File: src/rtl/interrupt_timer.sv
// interrupt_timer: interval timer counting synchronised Clock_1M rising edges in the Clock_100M domain.
// Define INT_TIMER_OVERFLOW_EN to build the sticky overflow flag (otherwise overflow is tied to 0).
module interrupt_timer #(
    parameter int unsigned WIDTH          = 16,
    parameter int unsigned DEFAULT_RELOAD = 1000
) (
    input  logic             Clock_100M,
    input  logic             Reset,
    input  logic             Clock_1M,
    input  logic             wr_en,
    input  logic             wr_addr,
    input  logic [WIDTH-1:0] wr_data,
    input  logic             int_ack,
    output logic             irq,
    output logic [WIDTH-1:0] count,
    output logic             running,
    output logic             overflow
);
    localparam logic [0:0]       ST_IDLE    = 1'b0;
    localparam logic [0:0]       ST_RUN     = 1'b1;
    localparam logic [WIDTH-1:0] RELOAD_RST = WIDTH'(DEFAULT_RELOAD);
    localparam logic [WIDTH-1:0] ONE        = {{(WIDTH-1){1'b0}}, 1'b1};

    // sync_q[0]=s1, sync_q[1]=s2, sync_q[2]=s3 (edge-detect history)
    logic [2:0]       sync_q;
    logic             tick_s;
    logic             ctrl_wr_s;
    logic             terminal_s;
    logic [0:0]       state_q, state_d;
    logic [WIDTH-1:0] count_q, count_d;
    logic [WIDTH-1:0] reload_q, reload_d;
    logic             periodic_q, periodic_d;
    logic             irq_q, irq_d;

    assign tick_s    = sync_q[1] & ~sync_q[2];
    assign ctrl_wr_s = wr_en & ~wr_addr;

    // Synchroniser and edge-history flops for the asynchronous 1 MHz input
    always_ff @(posedge Clock_100M or posedge Reset) begin
        if (Reset) begin
            sync_q <= 3'b000;
        end else begin
            sync_q <= {sync_q[1:0], Clock_1M};
        end
    end

    // Next-state logic: a control write takes priority over a coincident tick
    always_comb begin
        state_d    = state_q;
        count_d    = count_q;
        periodic_d = periodic_q;
        terminal_s = 1'b0;
        if (wr_en && wr_addr) begin
            reload_d = wr_data;
        end else begin
            reload_d = reload_q;
        end
        if (ctrl_wr_s) begin
            periodic_d = wr_data[1];
            if (wr_data[0]) begin
                state_d = ST_RUN;
                count_d = reload_q;
            end else begin
                state_d = ST_IDLE;
            end
        end else if (tick_s && (state_q == ST_RUN)) begin
            if (count_q <= ONE) begin
                terminal_s = 1'b1;
                if (periodic_q) begin
                    count_d = reload_q;
                end else begin
                    count_d = {WIDTH{1'b0}};
                    state_d = ST_IDLE;
                end
            end else begin
                count_d = count_q - ONE;
            end
        end else begin
            state_d = state_q;
        end
        if (terminal_s) begin
            irq_d = 1'b1;
        end else if (int_ack) begin
            irq_d = 1'b0;
        end else begin
            irq_d = irq_q;
        end
    end

    // Timer state registers
    always_ff @(posedge Clock_100M or posedge Reset) begin
        if (Reset) begin
            state_q    <= ST_IDLE;
            count_q    <= {WIDTH{1'b0}};
            reload_q   <= RELOAD_RST;
            periodic_q <= 1'b0;
            irq_q      <= 1'b0;
        end else begin
            state_q    <= state_d;
            count_q    <= count_d;
            reload_q   <= reload_d;
            periodic_q <= periodic_d;
            irq_q      <= irq_d;
        end
    end

`ifdef INT_TIMER_OVERFLOW_EN
    logic ovf_q, ovf_d;

    // Setting wins over a clear written in the same cycle
    always_comb begin
        if (terminal_s && irq_q && !int_ack) begin
            ovf_d = 1'b1;
        end else if (ctrl_wr_s && wr_data[2]) begin
            ovf_d = 1'b0;
        end else begin
            ovf_d = ovf_q;
        end
    end

    // Sticky overflow register
    always_ff @(posedge Clock_100M or posedge Reset) begin
        if (Reset) begin
            ovf_q <= 1'b0;
        end else begin
            ovf_q <= ovf_d;
        end
    end

    assign overflow = ovf_q;
`else
    assign overflow = 1'b0;
`endif

    assign irq     = irq_q;
    assign count   = count_q;
    assign running = (state_q == ST_RUN);

endmodule

File: config.mk
export PLATFORM = sky130hd
export DESIGN_NAME = interrupt_timer
export DESIGN_NICKNAME = d
export VERILOG_FILES = /design/src/rtl/interrupt_timer.sv
export SDC_FILE = /design/constraint.sdc
export NUM_CORES = 1
export LEC_CHECK = 0
export ABC_AREA = 0
export ABC_CLOCK_PERIOD_IN_PS = 2400
export BUFFER_PORTS_ARGS = -buffer_cell sky130_fd_sc_hd__buf_2
export CAP_MARGIN = 40
export CORE_MARGIN = 5
export CORE_UTILIZATION = 53
export CTS_BUF_LIST = sky130_fd_sc_hd__clkbuf_16
export CTS_CLUSTER_SIZE = 20
export DETAILED_ROUTE_END_ITERATION = 12
export GPL_TIMING_DRIVEN = 0
export PLACE_DENSITY = 0.89
export SYNTH_ARGS = -nofsm -noshare
export SYNTH_HDL_FRONTEND = slang
export SYNTH_SLANG_ARGS = --single-unit
File: constraint.sdc
create_clock -name Clock_100M -period 2.4 [get_ports Clock_100M]
set_input_delay 0.24 -clock Clock_100M [delete_from_list [all_inputs] [get_ports Clock_100M]]
set_output_delay 0.24 -clock Clock_100M [all_outputs]
set_load 0.03 [all_outputs]
Yosys cells after proc, flatten, opt, wreduce, memory -nomap -nowiden:

Index checks and enable logic that the tools add are counted.
W data, S select, Z words.

* register bits: 38

* $add $sub $neg: 1
* magnitude comparators: 1
* equality and inequality tests: 2
* multiplexer cells: 15
* bitwise gates (word level): 4
* reduce and logical (&&, ||, !) cells: 7

Operators by type and width (number)
* $mux W16: 5
* $le A16 B1 Y1 const B: 1
* $sub A16 B1 Y16 const B: 1
* $mux W1: 10
* $reduce_bool A2 Y1: 3
* $ne A2 B2 Y1 const B: 2
* $reduce_and A3 Y1: 1
* $and A1 B1 Y1: 2
* $logic_and A1 B1 Y1: 2
* $not A1 Y1: 2
* $reduce_and A2 Y1: 1

Longest topological paths before layout:

* depth after elaboration: 6
* depth in mapped cells: 7

Worst setup path after synthesis:

Ideal clock, no wire load.

* kind: register to register
* from: register count_q[0], in the netlist count[0]
* to: register count_q[12], in the netlist count[12]
* setup time: 0.124 ns
* data arrival time: 2.030 ns
* slack: 0.246 ns
* cell stages (with the launch flop): 8
* path buffers: 0
* cells stage by stage: dfrtp_1 inv_1 ha_1 or3b_2 nor4_2 a21oi_1 o21a_1 a211o_1

* longest elaborated chain between the ends: 4
* elaborated cells on any way between the ends: 5

Ends and longest elaborated chain
* start, declared: RTL line 30 `logic [WIDTH-1:0] count_q, count_d;`
* start signal, assigned: RTL line 94 `count_q <= {WIDTH{1'b0}};`
* start signal, assigned: RTL line 100 `count_q <= count_d;`
* $sub A16 B1 Y16 or $le A16 B1 Y1 (tied branches): RTL line 76, 67
* $mux W16 (*): RTL line 67 `if (count_q <= ONE) begin`
* $mux W16 (*): RTL line 66 `end else if (tick_s && (state_q == ST_RUN)) begin`
* $mux W16 (*): RTL line 58 `if (ctrl_wr_s) begin`

Mark *: on every way between the ends. The rest lies on a longest branch, timed or not. The select of a mux whose other input is x is not followed.
A chain may end at the register's enable or synchronous reset.

Final worst setup path:

* from: register count_q[6], in the netlist count[6]
* to: register count_q[3], in the netlist count[3]

* longest elaborated chain between the ends: 4

Ends and longest elaborated chain (RTL line)
* $le A16 B1 Y1: 67
* $mux W16: 67
* $mux W16: 66
* $mux W16: 58

No other way between the ends. The select of a mux whose other input is x is not followed.

==> impl_metrics.toml <==
[logic_synthesis]
synth_flop_cell = "sky130_fd_sc_hd__dfrtp_1"
synth_top_area_cell = "sky130_fd_sc_hd__dfrtp_1"
synth_enable_flop_cells = 0
seq_area_frac_synth = 0.508
ys_ff_latch = 38
async_reset_ff_frac = 1.00
synth.net_count = 192
yosysTopAreaCellShare = 0.425
synth_cell_type_count = 46
synthesis.area_per_instance_um2 = 11.2
mappedNetlistArea_um2 = 1890
synth_top_cells_by_area = "sky130_fd_sc_hd__dfrtp_1 (42%), sky130_fd_sc_hd__mux2_2 (9.6%), sky130_fd_sc_hd__dfstp_2 (8.4%), sky130_fd_sc_hd__a221o_1 (6.9%), sky130_fd_sc_hd__nand2_1 (3.0%)"
synth-warning-count = 0
synthCells = 168

[grt]
grt.overflow.total = 0
grt_pass1_wl_um = 7330
first_global_vias = 1546
total_routing_usage_reported_by_global_routing = 0.189
maximum_number_of_pins_on_one_net_before_global_route_repair = 18
antenna_violations_before_repair = 0

[timing]
clock_skew_ns = 0.00278
final.setup.tns_ns = 0
layout_min_cycle_time_ns = 2.22
final-hold-violation-count = 0
max_freq_ghz = 0.451
setup_repair_after_global_routing_missed_its_margin = "no"
final-setup-viol-count = 0
timing.final.max_slew_violations = 0
min_period_over_period = 0.924
timing_worst_slew_pin_value_ns = 0.587
timing.max_slew.rel_slack = 0.609

[detailed_routing]
initialDrtViolationCount = 146
drc = 0
detailroute.via_count = 1580
wire_per_inst_um = 16.6
drt_first_pass_iters = 4
avgViaCountPerCell = 6.01
final_antenna_net_count = 0
routed_wl_um = 4370

[pwr]
switching_power_uw = 775
power.clock.fraction = 0.276
power.density_cell_area_nw_per_um2 = 926
power.share.switching = 0.357
finalPower_mw = 2.17
combPwrFrac = 0.284
max_vdd_drop_mv = 0.477
power.internal_mw = 1.40
static-leakage-power_nw = 1.02
seq_power_share = 0.440

[setup_path]
worst-path-max-fanout = 10
path_class = "reg2reg"
critPathRequiredTime_ns = 2.61
worstPathArrival_ns = 2.43
cp-start-kind = "flop"
setup_crit_end_kind = "flop"

[hold_path]
min-delay-path-class = "in2reg"

[cells_and_area]
layout_commonest_cell = "sky130_fd_sc_hd__buf_2"
finish.instance_area_um2 = 2340
layout.core_utilization = 0.692
share_of_post_route_cells_with_drive_strength_above_1 = 0.378
layout_common_cells = "sky130_fd_sc_hd__buf_2 (40), sky130_fd_sc_hd__dfrtp_1 (32), sky130_fd_sc_hd__mux2_2 (16)"
area.growth.synth_to_final_pct = 24.4
fin_nets = 241
num-fill-cells = 259
antenna-diode-count = 0

[clock_network]
clkSinkCount = 38
h-tree-depth = 2
worstSkewPairLatency_ns = 0.28
clk_pin_slew_ns = 0.05
clock_tree_root_driver_cell = "sky130_fd_sc_hd__clkbuf_16"
cts_tree = "built"
clock_path_buffers = 2
tritoncts.num_buffers = 5

[floorplan]
design.die.area_um2 = 4850
initial_utilization = 0.556
floorplan.die.height_um = 69.6
fp.dieW_um = 69.6
rows = 21
top_level_ports = 41
core-area_um2 = 3390

[flow_run]
max-cap-violations = 0

[status]
outcome = "complete, no violations"

[place]
place.gp.congestion = 0.882
placed_area_um2 = 2190
dpl.hpwl_um = 3120
io_buffer_count = 39
## through the flow
stage	instances	setup slack, ns	hold slack (ns)
2_1_floorplan	168	0.246	0.271
3_3_place_gp	253	0.195	0.334
3_5_place_dp	255	0.169	0.203
4_1_cts	263	0.141	0.0643
5_1_grt	263	0.0364	0.0699
6_report	263	0.182	0.0672
## metal layers
metal,global-route usage,part of all wire
met4,0.0809,0.019
met1,0.241,0.43
met5,0,0
met3,0.0667,0.079
met2,0.289,0.47
## cell type report
cell class | instances | area [um2] | area share
Clock buffer | 5 | 125 | 0.0534
Timing Repair Buffer | 42 | 260 | 0.111
Inverter | 4 | 15.0 | 0.00640
Buffer | 6 | 31.3 | 0.0133
Tap cell | 46 | 57.6 | 0.0245
Clock inverter | 2 | 7.51 | 0.00320
Sequential cell | 38 | 958 | 0.409
Multi-Input combinational cell | 120 | 890 | 0.379
## final timing paths
path	start	end	slack (ns)	cells after the start
max in group asynchronous	Reset	reload_q[3]	1.31	5
max	count[6]	count[3]	0.18	6
min reg2reg	sync_q[0]	sync_q[1]	0.35	0
max reg2reg	count[6]	count[3]	0.18	6
min in group asynchronous	Reset	sync_q[1]	0.45	3
min	Clock_1M	sync_q[0]	0.07	1
## logic make-up (layout without fill, tap and decap cells)
group | after synthesis | after routing | share of synthesized area
and+or+nand+nor | 59 | 59 | 0.186
AOI/OAI and AO/OA | 41 | 41 | 0.165
DFF | 38 | 38 | 0.508
muxes | 17 | 17 | 0.101
buffers and inverters | 10 | 59 | 0.0245
adders and majority gates | 2 | 2 | 0.0133
other | 1 | 1 | 0.00199
## synthesized netlist by cell type (3+ instances only)
| master | n |
|---|---|
| sky130_fd_sc_hd__a21oi_1 | 5 |
| sky130_fd_sc_hd__a221o_1 | 13 |
| sky130_fd_sc_hd__clkbuf_1 | 3 |
| sky130_fd_sc_hd__dfrtp_1 | 32 |
| sky130_fd_sc_hd__dfstp_2 | 6 |
| sky130_fd_sc_hd__inv_1 | 4 |
| sky130_fd_sc_hd__mux2_2 | 16 |
| sky130_fd_sc_hd__nand2_1 | 15 |
| sky130_fd_sc_hd__nand3_1 | 3 |
| sky130_fd_sc_hd__nor2_1 | 8 |
| sky130_fd_sc_hd__nor3_1 | 10 |
| sky130_fd_sc_hd__nor4_1 | 3 |
| sky130_fd_sc_hd__o21ai_0 | 8 |
| sky130_fd_sc_hd__o21ai_1 | 3 |
## registers in the layout (all words and copies together), names as in the netlist
name,count
reload_q,16
count,16
periodic_q,1
sync_q,3
irq,1
running,1
## critical path, stage by stage, from the launching register on
cell and delay (ns):
sky130_fd_sc_hd__dfrtp_1 0.45, sky130_fd_sc_hd__nor4_1 0.45, sky130_fd_sc_hd__nand4b_1 0.29, sky130_fd_sc_hd__or2_4 0.34, sky130_fd_sc_hd__o21ai_4 0.24, sky130_fd_sc_hd__buf_4 0.23
sky130_fd_sc_hd__a221o_1 0.16
## power by group through the flow
stage,sequential [mW],clock (mW),combinational [mW]
detailed placement,0.956,0,0.612
global route,0.984,0.642,0.667
CTS,0.947,0.608,0.615
finish,0.956,0.599,0.616
global placement,0.945,0,0.584
floorplan,1.09,0,0.270
## repair_timing
action	in CTS	in global routing
hold endpoints to repair	5	0
setup buffers	0	0
hold buffers	1	0
endpoints found under the setup margin	0	1
gates resized for setup	0	1
Note: power is estimated with default switching activity, not from simulation.
